File: src/rtl/load_store_unit.sv
// ============================================================================
// Module  : load_store_unit
// Brief   : Multi-cycle byte/half/word load-store stage in front of a
//           word-indexed data memory (read-modify-write for sub-word stores).
// Revision: 1.0
// ============================================================================
`default_nettype none

module load_store_unit #(
  parameter int WIDTH     = 32,
  parameter int MEM_WORDS = 512
) (
  input  logic             clk,
  input  logic             rst,
  input  logic             start,
  input  logic             is_store,
  input  logic [2:0]       funct3,
  input  logic [WIDTH-1:0] addr,
  input  logic [WIDTH-1:0] store_data,
  output logic             busy,
  output logic             done,
  output logic             err,
  output logic [WIDTH-1:0] load_data,
  output logic [WIDTH-1:0] mem_adr,
  output logic             mem_we,
  output logic [WIDTH-1:0] mem_wd,
  input  logic [WIDTH-1:0] mem_rd
);

  localparam logic [WIDTH-1:0] MEM_WORDS_W = WIDTH'(MEM_WORDS);

  localparam logic [2:0] F3_B  = 3'b000;
  localparam logic [2:0] F3_H  = 3'b001;
  localparam logic [2:0] F3_W  = 3'b010;
  localparam logic [2:0] F3_BU = 3'b100;
  localparam logic [2:0] F3_HU = 3'b101;

  typedef enum logic [2:0] {
    S_IDLE  = 3'd0,
    S_READ  = 3'd1,
    S_WRITE = 3'd2,
    S_FIN   = 3'd3,
    S_ERR   = 3'd4
  } state_t;

  state_t           state_q, state_d;
  logic             is_store_q, is_store_d;
  logic [2:0]       funct3_q, funct3_d;
  logic [1:0]       off_q, off_d;
  logic [WIDTH-1:0] store_data_q, store_data_d;
  logic             busy_q, busy_d;
  logic             done_q, done_d;
  logic             err_q, err_d;
  logic [WIDTH-1:0] load_data_q, load_data_d;
  logic [WIDTH-1:0] mem_adr_q, mem_adr_d;
  logic             mem_we_q, mem_we_d;
  logic [WIDTH-1:0] mem_wd_q, mem_wd_d;

  logic             req_misaligned;
  logic             req_out_of_range;
  logic             req_illegal;
  logic             req_error;
  logic [7:0]       rd_byte;
  logic [15:0]      rd_half;
  logic [WIDTH-1:0] load_ext;
  logic [WIDTH-1:0] merge_word;

  // Request validation works on the live inputs so the error path needs no extra cycle.
  always_comb begin
    req_misaligned = 1'b0;
    if ((funct3 == F3_H || funct3 == F3_HU) && addr[0])
      req_misaligned = 1'b1;
    if (funct3 == F3_W && addr[1:0] != 2'b00)
      req_misaligned = 1'b1;

    req_out_of_range = {2'b00, addr[WIDTH-1:2]} >= MEM_WORDS_W;

    case (funct3)
      F3_B, F3_H, F3_W: req_illegal = 1'b0;
      F3_BU, F3_HU:     req_illegal = is_store;
      default:          req_illegal = 1'b1;
    endcase

    req_error = req_misaligned | req_out_of_range | req_illegal;
  end

  always_comb begin
    rd_byte = mem_rd[{off_q, 3'b000} +: 8];
    rd_half = off_q[1] ? mem_rd[31:16] : mem_rd[15:0];

    case (funct3_q)
      F3_B:    load_ext = {{24{rd_byte[7]}}, rd_byte};
      F3_BU:   load_ext = {24'h000000, rd_byte};
      F3_H:    load_ext = {{16{rd_half[15]}}, rd_half};
      F3_HU:   load_ext = {16'h0000, rd_half};
      default: load_ext = mem_rd;
    endcase

    // Sub-word store: overwrite only the addressed lane, keep the rest of the read word.
    merge_word = mem_rd;
    if (funct3_q == F3_B)
      merge_word[{off_q, 3'b000} +: 8] = store_data_q[7:0];
    else
      merge_word[{off_q[1], 4'b0000} +: 16] = store_data_q[15:0];
  end

  always_comb begin
    state_d      = state_q;
    is_store_d   = is_store_q;
    funct3_d     = funct3_q;
    off_d        = off_q;
    store_data_d = store_data_q;
    load_data_d  = load_data_q;
    mem_adr_d    = mem_adr_q;
    mem_wd_d     = mem_wd_q;

    case (state_q)
      S_IDLE: begin
        if (start) begin
          is_store_d   = is_store;
          funct3_d     = funct3;
          off_d        = addr[1:0];
          store_data_d = store_data;
          mem_adr_d    = {2'b00, addr[WIDTH-1:2]};
          if (req_error) begin
            state_d = S_ERR;
          end else if (is_store && funct3 == F3_W) begin
            mem_wd_d = store_data;
            state_d  = S_WRITE;
          end else begin
            state_d = S_READ;
          end
        end
      end
      S_READ: begin
        if (is_store_q) begin
          mem_wd_d = merge_word;
          state_d  = S_WRITE;
        end else begin
          load_data_d = load_ext;
          state_d     = S_FIN;
        end
      end
      S_WRITE: state_d = S_FIN;
      S_FIN:   state_d = S_IDLE;
      S_ERR:   state_d = S_IDLE;
      default: state_d = S_IDLE;
    endcase

    // Status outputs are decoded from the next state so they register as Moore outputs.
    busy_d   = (state_d != S_IDLE);
    done_d   = (state_d == S_FIN) || (state_d == S_ERR);
    err_d    = (state_d == S_ERR);
    mem_we_d = (state_d == S_WRITE);
  end

  always_ff @(posedge clk or posedge rst) begin
    if (rst) begin
      state_q      <= S_IDLE;
      is_store_q   <= 1'b0;
      funct3_q     <= 3'b000;
      off_q        <= 2'b00;
      store_data_q <= '0;
      busy_q       <= 1'b0;
      done_q       <= 1'b0;
      err_q        <= 1'b0;
      load_data_q  <= '0;
      mem_adr_q    <= '0;
      mem_we_q     <= 1'b0;
      mem_wd_q     <= '0;
    end else begin
      state_q      <= state_d;
      is_store_q   <= is_store_d;
      funct3_q     <= funct3_d;
      off_q        <= off_d;
      store_data_q <= store_data_d;
      busy_q       <= busy_d;
      done_q       <= done_d;
      err_q        <= err_d;
      load_data_q  <= load_data_d;
      mem_adr_q    <= mem_adr_d;
      mem_we_q     <= mem_we_d;
      mem_wd_q     <= mem_wd_d;
    end
  end

  assign busy      = busy_q;
  assign done      = done_q;
  assign err       = err_q;
  assign load_data = load_data_q;
  assign mem_adr   = mem_adr_q;
  assign mem_we    = mem_we_q;
  assign mem_wd    = mem_wd_q;

endmodule

`default_nettype wire

File: config.mk
export PLATFORM = sky130hd
export DESIGN_NAME = load_store_unit
export DESIGN_NICKNAME = d
export VERILOG_FILES = /design/src/rtl/load_store_unit.sv
export SDC_FILE = /design/constraint.sdc
export NUM_CORES = 1
export LEC_CHECK = 0
export ABC_AREA = 1
export BUFFER_PORTS_ARGS = -buffer_cell sky130_fd_sc_hd__buf_4
export CAP_MARGIN = 30
export CORE_ASPECT_RATIO = 0.8
export CORE_MARGIN = 4
export CORE_UTILIZATION = 47
export CTS_CLUSTER_SIZE = 30
export DETAILED_ROUTE_END_ITERATION = 7
export GPL_TIMING_DRIVEN = 0
export PLACE_DENSITY_LB_ADDON = 0.25
export SETUP_SLACK_MARGIN = 0.2
export SLEW_MARGIN = 40
export SYNTH_ARGS = -nofsm -noshare
export SYNTH_HDL_FRONTEND = slang
export SYNTH_SLANG_ARGS = --single-unit
export TNS_END_PERCENT = 50
File: constraint.sdc
create_clock -name clk -period 3.5 [get_ports clk]
set_clock_uncertainty 0.2 [all_clocks]
set_input_delay 0.35 -clock clk [delete_from_list [all_inputs] [get_ports clk]]
set_output_delay 0.35 -clock clk [all_outputs]
set_load 0.02 [all_outputs]
# After elaboration in Yosys (flattened, before gate mapping)
# Cells that the tools add are included.
word_totals:
  elab_cells: 73
  output_inout_bits: 100
  in_bits: 103
  regBits: 123
op_classes:
  reduce_logical: 16
  shift: 5
  add_sub_neg: 2
  bitwise_logic: 3
  magnitude_cmp: 1
  n_mux: 18
  eq_ne: 16
ops:
  columns: ["cell", "count"]
  rows:
  - ["$mux W32", 5]
  - ["$pmux W32 S4", 1]
  - ["$bwmux W32", 2]
  - ["$pmux W32 S2", 1]
  - ["$shift A16 B7 Y32 const A", 1]
  - ["$shift A8 B7 Y32 const A", 1]
  - ["$shiftx A16 B7 Y32", 1]
  - ["$shiftx A32 B6 Y8", 1]
  - ["$shiftx A8 B7 Y32", 1]
  - ["$ge A30 B10 Y1 const B", 1]
  - ["$mux W16", 1]
  - ["$eq A3 B3 Y1 const B", 5]
  - ["$neg A5 Y7", 2]
  - ["$eq A3 B2 Y1 const B", 4]
  - ["$eq A3 B1 Y1 const B", 3]
  - ["$logic_not A3 Y1", 3]
  - ["$pmux W3 S3", 1]
  - ["$ne A2 B2 Y1 const B", 4]
  - ["$mux W3", 2]
  - ["$reduce_and A5 Y1", 1]
  - ["$reduce_and A2 Y1", 2]
  - ["$reduce_bool A2 Y1", 2]
  - ["$logic_and A1 B1 Y1", 3]
  - ["$mux W1", 3]
  - ["other kinds (8)", 10]

# Longest topological paths before layout
# Gate-level depths: netlist of run 1.
logic_depth:
  word_depth: 12
  depth_mapped: 14
  depth_no_buf: 11

# Worst setup path before layout of run 1
# Ideal clock, no wire load.
synth_timing:
  path_kind: "register to register"
  startpoint: "register off_q[0]"
  endpoint: "register mem_wd_q[8], in the netlist mem_wd[8]"
  required_ns: 3.235
  stages_incl_launch_ff: 14
  path_slack_ns: 1.288
  period_less_slack_ns: 2.212
  n_path_buf: 2
  t_arrival_ns: 1.947
  setup_time_ns: 0.065
  path_cell_list: "dfrtp_1 -> inv_1 -> clkbuf_1 -> ha_1 -> inv_1 -> clkbuf_1 -> nand2_1 -> nor2_1 -> nand2_1 -> nand2_1 -> nand3_1 -> o21ai_0 -> nand3_1 -> nand2_1"
synth_between:
  elab_chain_len: 6
  word_cells_on_any_way: 7
  cone_classes: "add/sub (1); shift (2); mux (4)"
synth_rtl:
  columns: ["item", "line", "rtl"]
  rows:
  - ["start, declared", "49", "logic [1:0] off_q, off_d;"]
  - ["start signal, assigned", "162", "off_q <= 2'b00;"]
  - ["start signal, assigned", "175", "off_q <= off_d;"]
  - ["$neg A5 Y7 *", "102", "merge_word[{off_q, 3'b000} +: 8] = store_data_q[7:0];"]
  - ["$shiftx A8 B7 Y32 / $shift A8 B7 Y32 (equally long branches)", "102", null]
  - ["$bwmux W32 *", "102", null]
  - ["$mux W32 *", "101", "if (funct3_q == F3_B)"]
  - ["$mux W32 *", "136", "if (is_store_q) begin"]
  - ["$pmux W32 S2 *", "117", "case (state_q)"]
  - ["end signal, assigned", "183", "mem_wd_q <= mem_wd_d;"]
  - ["end, declared", "57", "logic [WIDTH-1:0] mem_wd_q, mem_wd_d;"]
# Mark *: on every way between the ends. The rest lies on a longest branch, timed or not. The select of a mux whose other input is x is not followed.
# A chain may end at the register's enable or synchronous reset.

# Final worst setup path of run 1
layout_timing:
  startpoint: "register off_q[0]"
  endpoint: "register mem_wd_q[17], in the netlist mem_wd[17]"
# Same word-level chain as after synthesis.

==> reports/results.ini, run 1 <==
[status]
status=complete, no violations

[routing]
vias=7775
first_pass_iters=5
ant_nets=0
remaining_drc_errors=0
wl_um=24800
via_per_inst=5.468
drt-initial-drc-count=777
wl_per_cell_um=17.44

[logic_synthesis]
synth_top_area_cell=dfrtp_1
synth_seq_cells=123
synthTopCellsByArea=dfrtp_1 (45%), nand2_1 (19%), nand3_1 (5.8%), o21ai_0 (5.8%), o211ai_1 (5.1%)
yosysUniqueCellTypes=28
syn_area_sq_um=6874
syn_inst=959
syn_area_per_cell_sq_um=7.168
synth_seq_area_share=0.4478
ys_warn_count=0
synth_top_area_share=0.4478

[sta]
period_share=0.8501
slew_headroom=0.5311
setup_viol=0
rsz0062_at_grt=no
finalHoldViolCount=0
clock.fmax_mhz=336.1
report.final.slew_viol_count=0
worst_pin_slew_ps=703.3
tns_ps=0
post-route-min-period_ps=2975
holdWs_ps=14.71

[worst_setup_path]
slowest_delay_ps=500
end_kind=flop
r2r_start=off_q[0]
critPathMaxFanout=12
cp_top_family=simple AND/OR/NAND/NOR gates
r2r_setup_slack_ps=520
r2r_cells=11
crit_chain=inv_1 > clkbuf_1 > ha_1 > inv_1 > nor2_1 > nand3_1 > o21ai_0 > nand3_1 > nand2_1 > nand3_1 > nand2_1
timing.critical_path.buf_inv=3
cp.required_ps=3660
worstSetupPathDepth=11
arrival_ps=3140
crit_type=flop to flop
r2r-end=mem_wd[17]
worstSetupStartpoint=off_q[0]
cp-start-kind=flop
slowest_stage=clkbuf_1
cp_common_cell=nand3_1

[final_layout]
fill_cells=1182
multiInputGateArea_sq_um=3218
final_common_cell=nand2_1
drive_above_1_share=0.2262
layout_common_cells=nand2_1 (351), buf_4 (203), dfrtp_1 (123), nand3_1 (79), o21ai_0 (79)
final_core_util=0.6829
diodes=0
fin_nets=1333
seqCellArea_sq_um=3078
areaGrowthSynthToFinish_pct=42.03

[floorplanning]
coreArea_sq_um=14300
start_util=0.4808
die_area_sq_um=16640
ioPinCount=203
dieWidth_um=143.2
die_h_um=116.2
row_count=39

[global_routing]
gr-total-overflow=0
grt_antenna_before_repair=0
grt_start_max_net_pins=26
grt_usage=0.2968
grt_pass1_vias=7358
grt_pass1_wl_um=38230

[clocking]
cts_root_buf=clkbuf_16
cts_resized=0
numCtsBuffers=17
cts_buffer_depth=2
cts_tree=built
post_cts_buffers=0
clk_pin_slew_ps=60
htreeDepth=4
clock-sinks=123
ctsHoldBuffers=41
clk_latency_ps=420

[pwr]
switchingPower_mw=1.725
p_leak_nw=5.096
power.density_nw_per_um2=517.8
seq_power_share=0.347
p_comb_frac=0.287
power.internal_mw=3.330
ir_worst_vdd_v=0.0004623
clockPowerShare=0.366
p_sw_frac=0.3412

[hold_path]
min_path_cells=3
holdPathEnd=store_data_q[15]
hold_path_class=primary input to flop
hold_start=store_data[15]

[place]
port_buffers=200
gp_congestion=1.025
hpwl_um=18560

[job]
cap_viol_max_count=0

state kept, by name (all words and copies together), names as in the netlist, 2 cells and up:
signal        count
mem_adr          30
off_q             2
funct3_q          3
mem_wd           32
store_data_q     16
state_q           3
load_data        32
final cells by class:
class                   instances  share of cell area
flip-flops and latches        123              0.3153
multi-input cells             697              0.3296
inverters                      80             0.03114
clock inverters                13             0.01679
plain buffers                  60             0.02884
clock buffers                  19             0.04639
repair buffers                246              0.2084
well taps                     184             0.02358
per-layer routing:
metal,global-route usage,share of wire,up-vias
li1,-,-,3694
met1,0.4196,0.43,3578
met2,0.4521,0.44,451
met3,0.07000,0.11,52
met4,0.1048,0.026,0
met5,0,0,-
cell families (layout without fill, tap and decap cells):
logic type | after synthesis | count (layout) | synth area share
buffers and inverters | 140 | 418 | 0.08464
other | 1 | 2 | 0.0005455
adders and majority gates | 5 | 5 | 0.009101
and+or+nand+nor | 483 | 483 | 0.2839
AOI/OAI and AO/OA | 207 | 207 | 0.1740
DFF | 123 | 123 | 0.4478
synth_stat cells (all sizes together):
library cell / instances
nor3: 3
and2: 1
o21ai: 82
dfrtp: 123
nand4: 4
clkinv: 2
nand3: 79
a21oi: 51
a31oi: 9
o2111ai: 2
o211ai: 47
o22ai: 16
inv: 78
buf: 35
conb: 1
clkbuf: 25
ha: 5
nor2: 43
nand2: 353
worst reg2reg max path, stage by stage (launching register included):
cell      delay, ps
dfrtp_1         460
inv_1           160
clkbuf_1        500
ha_1            290
inv_1            60
nor2_1          500
nand3_1         130
o21ai_0         170
nand3_1         100
nand2_1         180
nand3_1         110
nand2_1          70
metrics by stage:
step	total power [mW]	area [sq um]	worst slack, ps	cells
2_1_floorplan	2.555	6882	1288	960
3_5_place_dp	3.157	8736	621.1	1349
3_3_place_gp	3.125	8613	613.4	1344
6_report	5.055	9763	524.6	1422
5_1_grt	5.284	9763	368.2	1422
4_1_cts	5.042	9763	602.4	1422
power by group through the flow:
stage	combinational [mW]	clock, mW	sequential, mW
6_report	1.45	1.85	1.75
5_1_grt	1.58	1.93	1.77
4_1_cts	1.43	1.86	1.75
3_5_place_dp	1.39	0	1.77
3_3_place_gp	1.36	0	1.77
2_1_floorplan	0.636	0	1.92
worst max path at each step:
stage,to,slack [ps]
after floorplan,mem_wd[8],1290
after global placement,mem_wd[22],610
after detailed placement,mem_wd[9],620
after CTS,mem_wd[9],600
after global routing,mem_wd[9],370
final,mem_wd[17],520
Power figures use the tool's default switching activity.
==> run 2: changes to the inputs <==
--- a/config.mk
+++ b/config.mk
@@ -11,6 +11,7 @@
 export CORE_ASPECT_RATIO = 0.8
 export CORE_MARGIN = 4
 export CORE_UTILIZATION = 47
+export CTS_BUF_LIST = sky130_fd_sc_hd__clkbuf_16
 export CTS_CLUSTER_SIZE = 30
 export DETAILED_ROUTE_END_ITERATION = 7
 export GPL_TIMING_DRIVEN = 0
==> reports/results.ini, run 2 (same netlist as run 1, synthesis figures left out) <==
[sta]
holdWs_ps=19.38  ; +4.667 ps
slew_headroom=0.5260  ; -0.005128
setup_viol=0  ; unchanged
tns_ps=0  ; unchanged
setup_ws_ps=511.5  ; -13.12 ps
report.final.slew_viol_count=0  ; unchanged
post-route-min-period_ps=2989  ; +13.12 ps
period_share=0.8539  ; +0.003749
finalHoldViolCount=0  ; unchanged
rsz0062_at_grt=no
clock.fmax_mhz=334.6  ; -0.44%
worst_pin_slew_ps=711.0  ; +7.693 ps

[worst_setup_path]
r2r_cells=11  ; unchanged
timing.critical_path.buf_inv=3  ; unchanged
slowest_delay_ps=530  ; +30 ps
slowest_stage=clkbuf_1
r2r-end=mem_wd[16]
cp.required_ps=3660  ; about the same
crit_chain=inv_1 > clkbuf_1 > ha_1 > inv_1 > nor2_1 > nand3_1 > o21ai_0 > nand3_1 > nand2_1 > nand3_1 > nand2_1
critPathMaxFanout=12  ; unchanged
end_kind=flop
arrival_ps=3150  ; about the same
cp_top_family=simple AND/OR/NAND/NOR gates
cp-start-kind=flop
r2r_start=off_q[0]
r2r_setup_slack_ps=510  ; about the same
crit_type=flop to flop
cp_common_cell=nand3_1

[place]
place_ws_ps=621.1  ; unchanged
port_buffers=200  ; unchanged
gp_congestion=1.025  ; unchanged
hpwl_um=18560  ; unchanged

[routing]
wl_per_cell_um=17.24  ; -1.1%
drt-initial-drc-count=885  ; +14%
via_per_inst=5.393  ; -1.4%
first_pass_iters=5  ; unchanged
wl_um=24530  ; -1.1%
remaining_drc_errors=0  ; unchanged
ant_nets=0  ; unchanged
vias=7674  ; -1.3%

[floorplanning]
coreArea_sq_um=14300  ; unchanged
row_count=39  ; unchanged
ioPinCount=203  ; unchanged
die_h_um=116.2  ; unchanged
die_area_sq_um=16640  ; unchanged
start_util=0.4808  ; unchanged
dieWidth_um=143.2  ; unchanged

[pwr]
p_sw_frac=0.3419  ; +0.0006935
p_comb_frac=0.289  ; +0.002
power.density_nw_per_um2=512.1  ; -1.1%
p_leak_nw=5.089  ; -0.14%
power.internal_mw=3.287  ; -1.3%
ir_worst_vdd_v=0.0004622  ; about the same
seq_power_share=0.351  ; +0.004
switchingPower_mw=1.708  ; -0.99%
clockPowerShare=0.360  ; -0.006

[global_routing]
grt_usage=0.2949  ; -0.001951
grt_pass1_vias=7321  ; -0.50%
grt_antenna_before_repair=0  ; unchanged
grt_start_max_net_pins=26  ; unchanged
grt_pass1_wl_um=38030  ; -0.52%
gr-total-overflow=0  ; unchanged

[final_layout]
fin_nets=1334  ; +0.075%
final_common_cell=nand2_1
diodes=0  ; unchanged
layout_common_cells=nand2_1 (351), buf_4 (203), dfrtp_1 (123), nand3_1 (79), o21ai_0 (79)
drive_above_1_share=0.2244  ; -0.001797
areaGrowthSynthToFinish_pct=41.88

[clocking]
numCtsBuffers=17  ; unchanged
post_cts_buffers=0  ; unchanged
htreeDepth=4  ; unchanged
clk_pin_slew_ps=60  ; about the same
cts_buffer_depth=2  ; unchanged
clk_latency_ps=420  ; about the same
clock-sinks=123  ; unchanged
cts_root_buf=clkbuf_16
cts_tree=built

[job]
cap_viol_max_count=0  ; unchanged

[hold_path]
min_path_cells=3  ; unchanged
hold_path_class=primary input to flop
holdPathEnd=store_data_q[15]
hold_start=store_data[15]

[status]
status=complete, no violations

[run 2: power by group through the flow]
stage | clock network [mW] | logic [mW] | registers (mW)
after floorplan | 0 | 0.636 | 1.92
after global placement | 0 | 1.36 | 1.77
after detailed placement | 0 | 1.39 | 1.77
after CTS | 1.81 | 1.43 | 1.75
after global routing | 1.88 | 1.58 | 1.77
final | 1.80 | 1.45 | 1.75
[run 2: per-stage QoR]
step                      cell area (sq um)  total power [mW]    util  cells
after detailed placement               8736             3.157  0.6110   1349
after CTS                              9753             4.991  0.6822   1423
after global routing                   9753             5.232  0.6822   1423
final                                  9753             4.994  0.6822   1423
after floorplan                        6882             2.555       -    960
after global placement                 8613             3.125  0.6024   1344
[run 2: worst min-delay path, delay by kind of cell]
kind                   cells  cell delay (ps)
buffers and inverters      2              160
AO/OA/AOI/OAI              1               80
[run 2: metal layers]
metal	wire, um	global-route usage	share of wire
met3	2648	0.07041	0.11
met5	0	0	0
met4	675	0.1041	0.028
met2	10680	0.4471	0.44
met1	10520	0.4178	0.43
[run 2: cell type report]
| type | count | area, sq um |
|---|---|---|
| Multi-Input combinational cell | 697 | 3218 |
| Clock buffer | 17 | 425.4 |
| Buffer | 60 | 281.5 |
| Timing Repair Buffer | 247 | 2044 |
| Fill cell | 1188 | 4544 |
| Tap cell | 184 | 230.2 |
| Sequential cell | 123 | 3078 |
| Inverter | 80 | 304.0 |
| Clock inverter | 15 | 171.4 |
[run 2: repair_timing]
item                                    4_1_cts  5_1_grt
endpoints found under the hold margin        58        0
hold buffers                                 42        0
endpoints found under the setup margin        0        0
gates resized for setup                       0        0
[run 2: worst max path at each step]
| stage | depth (start not counted) | endpoint | from | slack [ps] |
|---|---|---|---|---|
| after detailed placement | 13 | mem_wd[9] | off_q[0] | 620 |
| after global placement | 2 | mem_wd[22] | rst | 610 |
| after floorplan | 13 | mem_wd[8] | off_q[0] | 1290 |
| final | 11 | mem_wd[16] | off_q[0] | 510 |
| after CTS | 13 | mem_wd[9] | off_q[0] | 580 |
| after global routing | 13 | mem_wd[9] | off_q[0] | 370 |
==> run 3: changes to the inputs <==
--- a/config.mk
+++ b/config.mk
@@ -15,7 +15,7 @@
 export CTS_CLUSTER_SIZE = 30
 export DETAILED_ROUTE_END_ITERATION = 7
 export GPL_TIMING_DRIVEN = 0
-export PLACE_DENSITY_LB_ADDON = 0.25
+export PLACE_DENSITY = 0.86
 export SETUP_SLACK_MARGIN = 0.2
 export SLEW_MARGIN = 40
 export SYNTH_ARGS = -nofsm -noshare
==> reports/results.ini, run 3 (same netlist as run 1, synthesis figures left out) <==
[routing]
via_per_inst=5.588  ; +3.6%
wl_per_cell_um=18.77  ; +8.9%
ant_nets=0  ; unchanged
wl_um=26640  ; +8.6%
first_pass_iters=5  ; unchanged
remaining_drc_errors=0  ; unchanged
vias=7930  ; +3.3%
drt-initial-drc-count=771  ; -13%

[global_routing]
use_met2=0.5138  ; +0.06665
grt_pass1_wl_um=40930  ; +7.6%
grt_use_met1=0.4189  ; +0.001139
grtUsageMet3=0.09292  ; +0.02251
grt_pass1_vias=7677  ; +4.9%
busiest_layer=met2
gr-total-overflow=0  ; unchanged
grt_antenna_before_repair=0  ; unchanged
grt_start_max_net_pins=27  ; +3.8%
grt_usage=0.3211  ; +0.02618

[floorplanning]
die_h_um=116.2  ; unchanged
dieWidth_um=143.2  ; unchanged
coreArea_sq_um=14300  ; unchanged
row_count=39  ; unchanged
start_util=0.4808  ; unchanged
ioPinCount=203  ; unchanged
die_area_sq_um=16640  ; unchanged

[worst_setup_path]
r2r-end=mem_wd[9]
r2r_start=off_q[0]
end_kind=flop
cp.required_ps=3660  ; about the same
critPathMaxFanout=12  ; unchanged
crit_type=flop to flop
arrival_ps=3180  ; +30 ps
cp-start-kind=flop
worstSetupStartpoint=off_q[0]
r2r_setup_slack_ps=480  ; -30 ps
r2r_cells=13  ; +2

[final_layout]
multiInputGateArea_sq_um=3218  ; unchanged
areaGrowthSynthToFinish_pct=40.86
diodes=0  ; unchanged
final_common_cell=nand2_1
fill_cells=1195  ; +0.59%
drive_above_1_share=0.2243  ; about the same
layout_common_cells=nand2_1 (351), buf_4 (203), dfrtp_1 (123), nand3_1 (79), o21ai_0 (79)
fin_nets=1332  ; -0.15%
seqCellArea_sq_um=3078  ; unchanged

[pwr]
p_leak_nw=5.056  ; -0.64%
power.density_nw_per_um2=506.2  ; -1.2%
ir_worst_vdd_v=0.0003956  ; -14%

[clocking]
clk_pin_slew_ps=50  ; about the same
htreeDepth=4  ; unchanged
post_cts_buffers=0  ; unchanged
cts_buffer_depth=2  ; unchanged
cts_tree=built
clock-sinks=123  ; unchanged
cts_root_buf=clkbuf_16
clk_latency_ps=420  ; about the same
numCtsBuffers=17  ; unchanged

[sta]
rsz0062_at_grt=no
clock.fmax_mhz=331.3  ; -1.0%
setup_viol=0  ; unchanged
post-route-min-period_ps=3019  ; +30.19 ps
report.final.slew_viol_count=0  ; unchanged
worst_pin_slew_ps=664.1  ; -46.89 ps
finalHoldViolCount=0  ; unchanged
slew_headroom=0.5573  ; +0.03126
period_share=0.8625  ; +0.008625
tns_ps=0  ; unchanged
setup_ws_ps=481.3  ; -30.19 ps

[place]
gp_congestion=1.022  ; -0.36%
port_buffers=200  ; unchanged
place_ws_ps=604.7  ; -16.34 ps
hpwl_um=19510  ; +5.1%

[hold_path]
hold_path_class=primary input to flop
hold_start=store_data[8]
holdPathEnd=store_data_q[8]
min_path_cells=3  ; unchanged

[job]
cap_viol_max_count=0  ; unchanged

[status]
status=complete, no violations

run 3: cell types whose count changed in the layout (fill, tap and decap cells not counted), sizes merged:
cell         change
bufinv           -1
clkinvlp         +1
dlygate4sd3      -2
inv              -2
run 3: power by group:
group / switching (mW) / total, mW / internal, mW
sequential: 0.150 / 1.76 / 1.61
combinational: 0.909 / 1.47 / 0.558
clock: 0.644 / 1.67 / 1.03
run 3: metrics by stage:
stage	util	area, sq um	cells	hold slack [ps]	total power, mW
after floorplan	-	6882	960	253.0	2.555
after CTS	0.6773	9683	1419	6.664	4.872
after global placement	0.6024	8613	1344	257.0	3.124
final	0.6773	9683	1419	17.19	4.901
after global routing	0.6773	9683	1419	24.17	5.125
after detailed placement	0.6105	8728	1349	171.6	3.167
run 3: worst max-delay path, stage by stage, from the launching register on:
cell	delay, ps
dfrtp_1	500
inv_1	150
clkbuf_1	310
ha_1	310
inv_1	180
clkbuf_1	400
nand2_1	100
nor2_1	210
nand2_1	90
nand2_1	70
nand3_1	60
o21ai_0	160
nand3_1	110
nand2_1	80
run 3: worst max path at each step:
stage | to | slack (ps) | cells past startpoint
6_report | mem_wd[9] | 480 | 13
5_1_grt | mem_wd[9] | 290 | 13
4_1_cts | mem_wd[9] | 580 | 13
3_5_place_dp | mem_wd[9] | 600 | 13
3_3_place_gp | mem_wd[9] | 620 | 13
2_1_floorplan | mem_wd[8] | 1290 | 13
run 3: repair_timing:
action	in CTS	in global routing
endpoints found under the hold margin	51	0
setup endpoints to repair	0	0
hold buffers	40	0
resized for setup	0	0
run 3: final cells by class:
cell class | count | area share
multi-input combinational | 697 | 0.3323
sequential | 123 | 0.3179
timing repair buffer | 245 | 0.2083
clock buffer | 17 | 0.04393
inverter | 80 | 0.03140
buffer | 60 | 0.02907
tap | 184 | 0.02378
clock inverter | 13 | 0.01331
run 3: routing by layer:
layer / vias to the layer above / wire length, um / share of wire
li1: 3679 / - / -
met1: 3689 / 10580 / 0.40
met2: 500 / 11910 / 0.45
met3: 62 / 3325 / 0.12
met4: 0 / 826 / 0.031
met5: - / 0 / 0
